[src/rtl/pattern_load_ctrl_if.sv]
// Pattern ROM read port and grid memory write port of the pattern loader.
// The master side drives addresses and write requests; the slave side answers.
interface pattern_load_ctrl_if #(
    parameter int AW   = 4,
    parameter int COLS = 16
) ();
    logic [AW-1:0]   rom_addr;
    logic [COLS-1:0] rom_data;
    logic            grid_we;
    logic [AW-1:0]   grid_addr;
    logic [COLS-1:0] grid_wdata;
    logic            grid_ready;

    modport master (
        output rom_addr,
        input  rom_data,
        output grid_we,
        output grid_addr,
        output grid_wdata,
        input  grid_ready
    );

    modport slave (
        input  rom_addr,
        output rom_data,
        input  grid_we,
        input  grid_addr,
        input  grid_wdata,
        output grid_ready
    );
endinterface

[src/rtl/pattern_load_ctrl.sv]
// Button-driven pattern selector and row-by-row ROM-to-grid loader.
// Buttons are registered twice; an edge acts one cycle after the rise.
module pattern_load_ctrl #(
    parameter int ROWS = 16,
    parameter int COLS = 16,
    parameter int AW   = 4
) (
    input  logic       clk,
    input  logic       rst_n,
    input  logic       btn_next,
    input  logic       btn_load,
    input  logic       btn_run,
    output logic [1:0] sel,
    output logic [3:0] sel_onehot,
    output logic       run_en,
    output logic       busy,
    output logic       load_done,
    pattern_load_ctrl_if.master bus
);

    typedef enum logic [2:0] {
        S_IDLE,
        S_FETCH,
        S_WAIT,
        S_WRITE,
        S_RUN
    } state_e;

    localparam logic [AW-1:0] LAST_ROW = AW'(ROWS - 1);

    state_e          state_q, state_d;
    logic [1:0]      sel_q, sel_d;
    logic [AW-1:0]   row_q, row_d;
    logic [COLS-1:0] wdata_q, wdata_d;
    logic            done_q, done_d;
    logic [2:0]      btn_cur_q, btn_prev_q;
    logic [2:0]      btn_edge;

    // bit 0 = next, bit 1 = load, bit 2 = run
    assign btn_edge = btn_cur_q & ~btn_prev_q;

    always_ff @(posedge clk or negedge rst_n) begin
        if (!rst_n) begin
            state_q    <= S_IDLE;
            sel_q      <= 2'd0;
            row_q      <= '0;
            wdata_q    <= '0;
            done_q     <= 1'b0;
            btn_cur_q  <= 3'b000;
            btn_prev_q <= 3'b000;
        end else begin
            state_q    <= state_d;
            sel_q      <= sel_d;
            row_q      <= row_d;
            wdata_q    <= wdata_d;
            done_q     <= done_d;
            btn_cur_q  <= {btn_run, btn_load, btn_next};
            btn_prev_q <= btn_cur_q;
        end
    end

    always_comb begin
        state_d = state_q;
        sel_d   = sel_q;
        row_d   = row_q;
        wdata_d = wdata_q;
        done_d  = 1'b0;
        unique case (state_q)
            S_IDLE, S_RUN: begin
                // load takes priority and swallows next/run edges
                if (btn_edge[1]) begin
                    row_d   = '0;
                    state_d = S_FETCH;
                end else begin
                    if (btn_edge[0]) begin
                        sel_d = sel_q + 2'd1;
                    end
                    if (btn_edge[2]) begin
                        state_d = (state_q == S_IDLE) ? S_RUN : S_IDLE;
                    end
                end
            end
            S_FETCH: begin
                state_d = S_WAIT;
            end
            S_WAIT: begin
                wdata_d = bus.rom_data;
                state_d = S_WRITE;
            end
            S_WRITE: begin
                if (bus.grid_ready) begin
                    if (row_q == LAST_ROW) begin
                        state_d = S_RUN;
                        done_d  = 1'b1;
                    end else begin
                        row_d   = row_q + AW'(1);
                        state_d = S_FETCH;
                    end
                end
            end
            default: begin
                state_d = S_IDLE;
            end
        endcase
    end

    assign sel            = sel_q;
    assign sel_onehot     = 4'b0001 << sel_q;
    assign run_en         = (state_q == S_RUN);
    assign busy           = (state_q == S_FETCH) ||
                            (state_q == S_WAIT)  ||
                            (state_q == S_WRITE);
    assign load_done      = done_q;
    assign bus.rom_addr   = row_q;
    assign bus.grid_we    = (state_q == S_WRITE);
    assign bus.grid_addr  = row_q;
    assign bus.grid_wdata = wdata_q;

endmodule

[src/flat_wrapper.sv]
// flat-port wrapper written by rule: the top's interface ports become plain ports
module pattern_load_ctrl_flat 
#(
    parameter int ROWS = 16,
    parameter int COLS = 16,
    parameter int AW   = 4
)
  (clk, rst_n, btn_next, btn_load, btn_run, sel, sel_onehot, run_en, busy, load_done, bus_rom_addr, bus_rom_data, bus_grid_we, bus_grid_addr, bus_grid_wdata, bus_grid_ready);
  pattern_load_ctrl_if #(.AW(AW), .COLS(COLS)) bus_i ();
  input  logic clk;
  input  logic rst_n;
  input  logic btn_next;
  input  logic btn_load;
  input  logic btn_run;
  output logic [1:0] sel;
  output logic [3:0] sel_onehot;
  output logic run_en;
  output logic busy;
  output logic load_done;
  output wire logic [$bits(bus_i.rom_addr)-1:0] bus_rom_addr;
  input wire logic [$bits(bus_i.rom_data)-1:0] bus_rom_data;
  output wire logic [$bits(bus_i.grid_we)-1:0] bus_grid_we;
  output wire logic [$bits(bus_i.grid_addr)-1:0] bus_grid_addr;
  output wire logic [$bits(bus_i.grid_wdata)-1:0] bus_grid_wdata;
  input wire logic [$bits(bus_i.grid_ready)-1:0] bus_grid_ready;
  assign bus_rom_addr = bus_i.rom_addr;
  assign bus_i.rom_data = bus_rom_data;
  assign bus_grid_we = bus_i.grid_we;
  assign bus_grid_addr = bus_i.grid_addr;
  assign bus_grid_wdata = bus_i.grid_wdata;
  assign bus_i.grid_ready = bus_grid_ready;
  pattern_load_ctrl #(.ROWS(ROWS), .COLS(COLS), .AW(AW)) u_core (.clk(clk), .rst_n(rst_n), .btn_next(btn_next), .btn_load(btn_load), .btn_run(btn_run), .sel(sel), .sel_onehot(sel_onehot), .run_en(run_en), .busy(busy), .load_done(load_done), .bus(bus_i));
endmodule
[config.mk]
export PLATFORM = sky130hd
export DESIGN_NAME = pattern_load_ctrl_flat
export DESIGN_NICKNAME = d
export VERILOG_FILES = /design/src/rtl/pattern_load_ctrl_if.sv /design/src/rtl/pattern_load_ctrl.sv /design/src/flat_wrapper.sv
export SDC_FILE = /design/constraint.sdc
export NUM_CORES = 1
export LEC_CHECK = 0
export BUFFER_PORTS_ARGS = -buffer_cell sky130_fd_sc_hd__clkbuf_2
export CAP_MARGIN = 20
export CORE_MARGIN = 1.5
export CORE_UTILIZATION = 43
export CTS_CLUSTER_SIZE = 12
export DETAILED_ROUTE_END_ITERATION = 10
export PLACE_DENSITY_LB_ADDON = 0.1
export SYNTH_ARGS = -nofsm -noshare
export SYNTH_HDL_FRONTEND = slang
export SYNTH_SLANG_ARGS = --single-unit
[constraint.sdc]
create_clock -name clk -period 1.28 [get_ports clk]
set_input_delay 0.256 -clock clk [delete_from_list [all_inputs] [get_ports clk]]
set_output_delay 0.256 -clock clk [all_outputs]
set_load 0.03 [all_outputs]
==> results.yml <==
clock_tree:
  insertion_delay_ns: 0.34
  cts_sinks: 32
  clk_pin_slew_ns: 0.11
  cts_max_level: 2
  clockBufferDepth: 2
  cts_tree: "done"
  cts_made_buffers: 5
  cts_root_buf: "clkbuf_4"
synthesis:
  seq_area_frac_synth_pct: 56.6
  synth_seq_cells: 32
  syn_area_um2: 1420
  syn_inst: 99
  synth_top_area_share_pct: 56.6
  ys_top_cells_by_area: "dfrtp_1, mux2_4, mux2_2"
  synth_top_area_cell: "dfrtp_1"
  syn-num-nets: 126
  yosys_warnings: 0
  synth_cell_types: 29
  syn_area_per_cell_um2: 14.3
worst_setup_path:
  crit_type: "reg2out"
  startpoint_type: "flop"
  path_cells: "nor2b_4 > buf_6 > and2_4 > buf_8"
  critPathBufInv: 2
  max_stage_delay_ns: 0.43
  worst-endpoint-required_ns: 1.02
  path_delay_family: "flip-flops"
  worstPathMaxFanout: 3
  startpoint: "u_core.state_q[1]"
  r2r-start: "u_core.state_q[1]"
  critPathSlowestCell: "dfrtp_1"
  cp.arrival_ns: 1.30
  worst_setup_path_end_kind: "output port"
run_status:
  status: "finished with violations"
  violations: "negative setup slack"
route:
  drt_iter0_drc: 22
  drtAntennaViolNets: 0
  wl_per_cell_um: 14.4
  wl_mm: 3.27
  vias: 1084
  via_per_inst: 4.78
  dr.pass1.iters: 4
  drc: 0
global_routing:
  grt_pass1_vias: 1126
  use_met2_pct: 32.3
  grt_pass1_wl_mm: 4.76
  grt.total_usage_pct: 18.4
  grtUsageMet3_pct: 5.12
  use_met1_pct: 20.4
  grt_busiest_layer: "met2"
  antenna_found_initial: 0
  grt_overflow: 0
  grt_max_degree: 19
power:
  powerDensity_nw_per_um2: 2860
  power.total_w: 0.00643
  irDropWorstVdd_mv: 1.44
  p_leak_nw: 1.11
worst_hold_path:
  min_path_type: "in2reg"
  holdCritStartpoint: "btn_run"
final_layout:
  fin_area_um2: 2250
  layout-area-overhead-vs-synth_pct: 58.9
  layout-drive-gt1-share_pct: 71.0
  layout_commonest_cell: "clkbuf_2"
  diodes: 0
  fin_nets: 209
  mostFrequentLayoutCells: "clkbuf_2, dfrtp_1, mux2_4"
sta:
  post-route-period-util_pct: 122
  hold_violations: 0
  worst_slack_ns: -0.279
  fmax_mhz: 641
  tightest_slew_ns: 0.416
  drv_slew: 0
  fin_tns_setup_ns: -3.95
  fin_skew_ns: 0.0215
  whs_ns: 0.0232
  setup-violations-final: 34
  slew-limit-headroom_pct: 72.3
  min_period_ns: 1.56
  rsz0062_at_grt: "true"
placed_design:
  place_congestion: 0.736
  placement.cell_area_um2: 1770
  dp_hpwl_mm: 1.92
  pre_cts_slack_ns: -0.126
  portBuffers: 55
die:
  start_util_pct: 46.0
  dieHeight_um: 60.4
  die_w_um: 60.4
  die_area_um2: 3640
  core_um2: 3080
  ios: 56
  rows: 20
flow_run:
  cap_violations: 0
-- cell usage after synthesis (all sizes together) --
library cell	n
o211ai	2
dfrtp	32
and3	3
nand2	4
buf	6
o21ai	1
a21oi	1
a21o	1
nor3	1
and2	2
nand2b	2
mux2	17
or4b	1
and4b	1
ha	5
a31o	2
nand4b	3
mux2i	1
inv	3
nor2	3
xnor2	2
nand3	3
nor2b	2
or3	1
-- path summary, 6_finish.rpt --
kind / cells after the start / endpoint / slack [ns]
max: 4 / bus_grid_we / -0.28
min: 1 / u_core.btn_cur_q[2] / 0.02
max reg2reg: 4 / u_core.bus.grid_addr[1] / -0.26
min reg2reg: 0 / u_core.btn_prev_q[2] / 0.39
max in group asynchronous: 3 / u_core.sel[0] / 0.44
min in group asynchronous: 2 / u_core.bus.grid_addr[1] / 0.37
-- report_power, final --
group	switching [W]	internal, W
clock network	0.000340	0.000214
registers	0.000349	0.00143
logic	0.00201	0.00209
total	0.00270	0.00373
-- stage by stage --
step	utilization [%]	instances
2_1_floorplan	-	99
3_5_place_dp	57.4	199
4_1_cts	69.6	223
3_3_place_gp	57.4	199
5_1_grt	73.0	227
6_report	73.0	227
-- state kept, by name, summed over array words and instances (netlist names) --
name / flops
u_core.btn_prev_q: 3
u_core.bus.grid_addr: 4
u_core.bus.grid_wdata: 16
u_core.btn_cur_q: 3
u_core.load_done: 1
u_core.sel: 2
u_core.state_q: 3
-- kinds of logic after synthesis --
logic type | synth area share [%]
AO/OA/AOI/OAI | 3.54
XOR/XNOR | 1.24
adder cells (fa/ha/maj) | 4.42
buffers and inverters | 5.13
flip-flops | 56.6
multiplexers | 16.9
AND/OR/NAND/NOR | 12.2
-- layout make-up --
cell class	count	area [um^2]
Clock inverter	1	5.00
Timing Repair Buffer	82	663
Clock buffer	7	45.0
Tap cell	44	55.1
Multi-Input combinational cell	58	656
Sequential cell	32	808
Inverter	3	16.3
Fill cell	222	830
-- layer usage --
layer  part of all wire, %  vias up
met5                     0        -
met4                   2.3        0
met1                    40      523
met2                    52       42
met3                   6.1       10
li1                      -      509
-- timing repair --
item,in CTS,in global routing
endpoints found under the setup margin,36,41
gates cloned,1,0
hold buffers,1,0
hold endpoints to repair,14,0
pin swaps,6,9
resized for setup,48,42
setup buffers,14,7
Power figures use the tool's default switching activity.
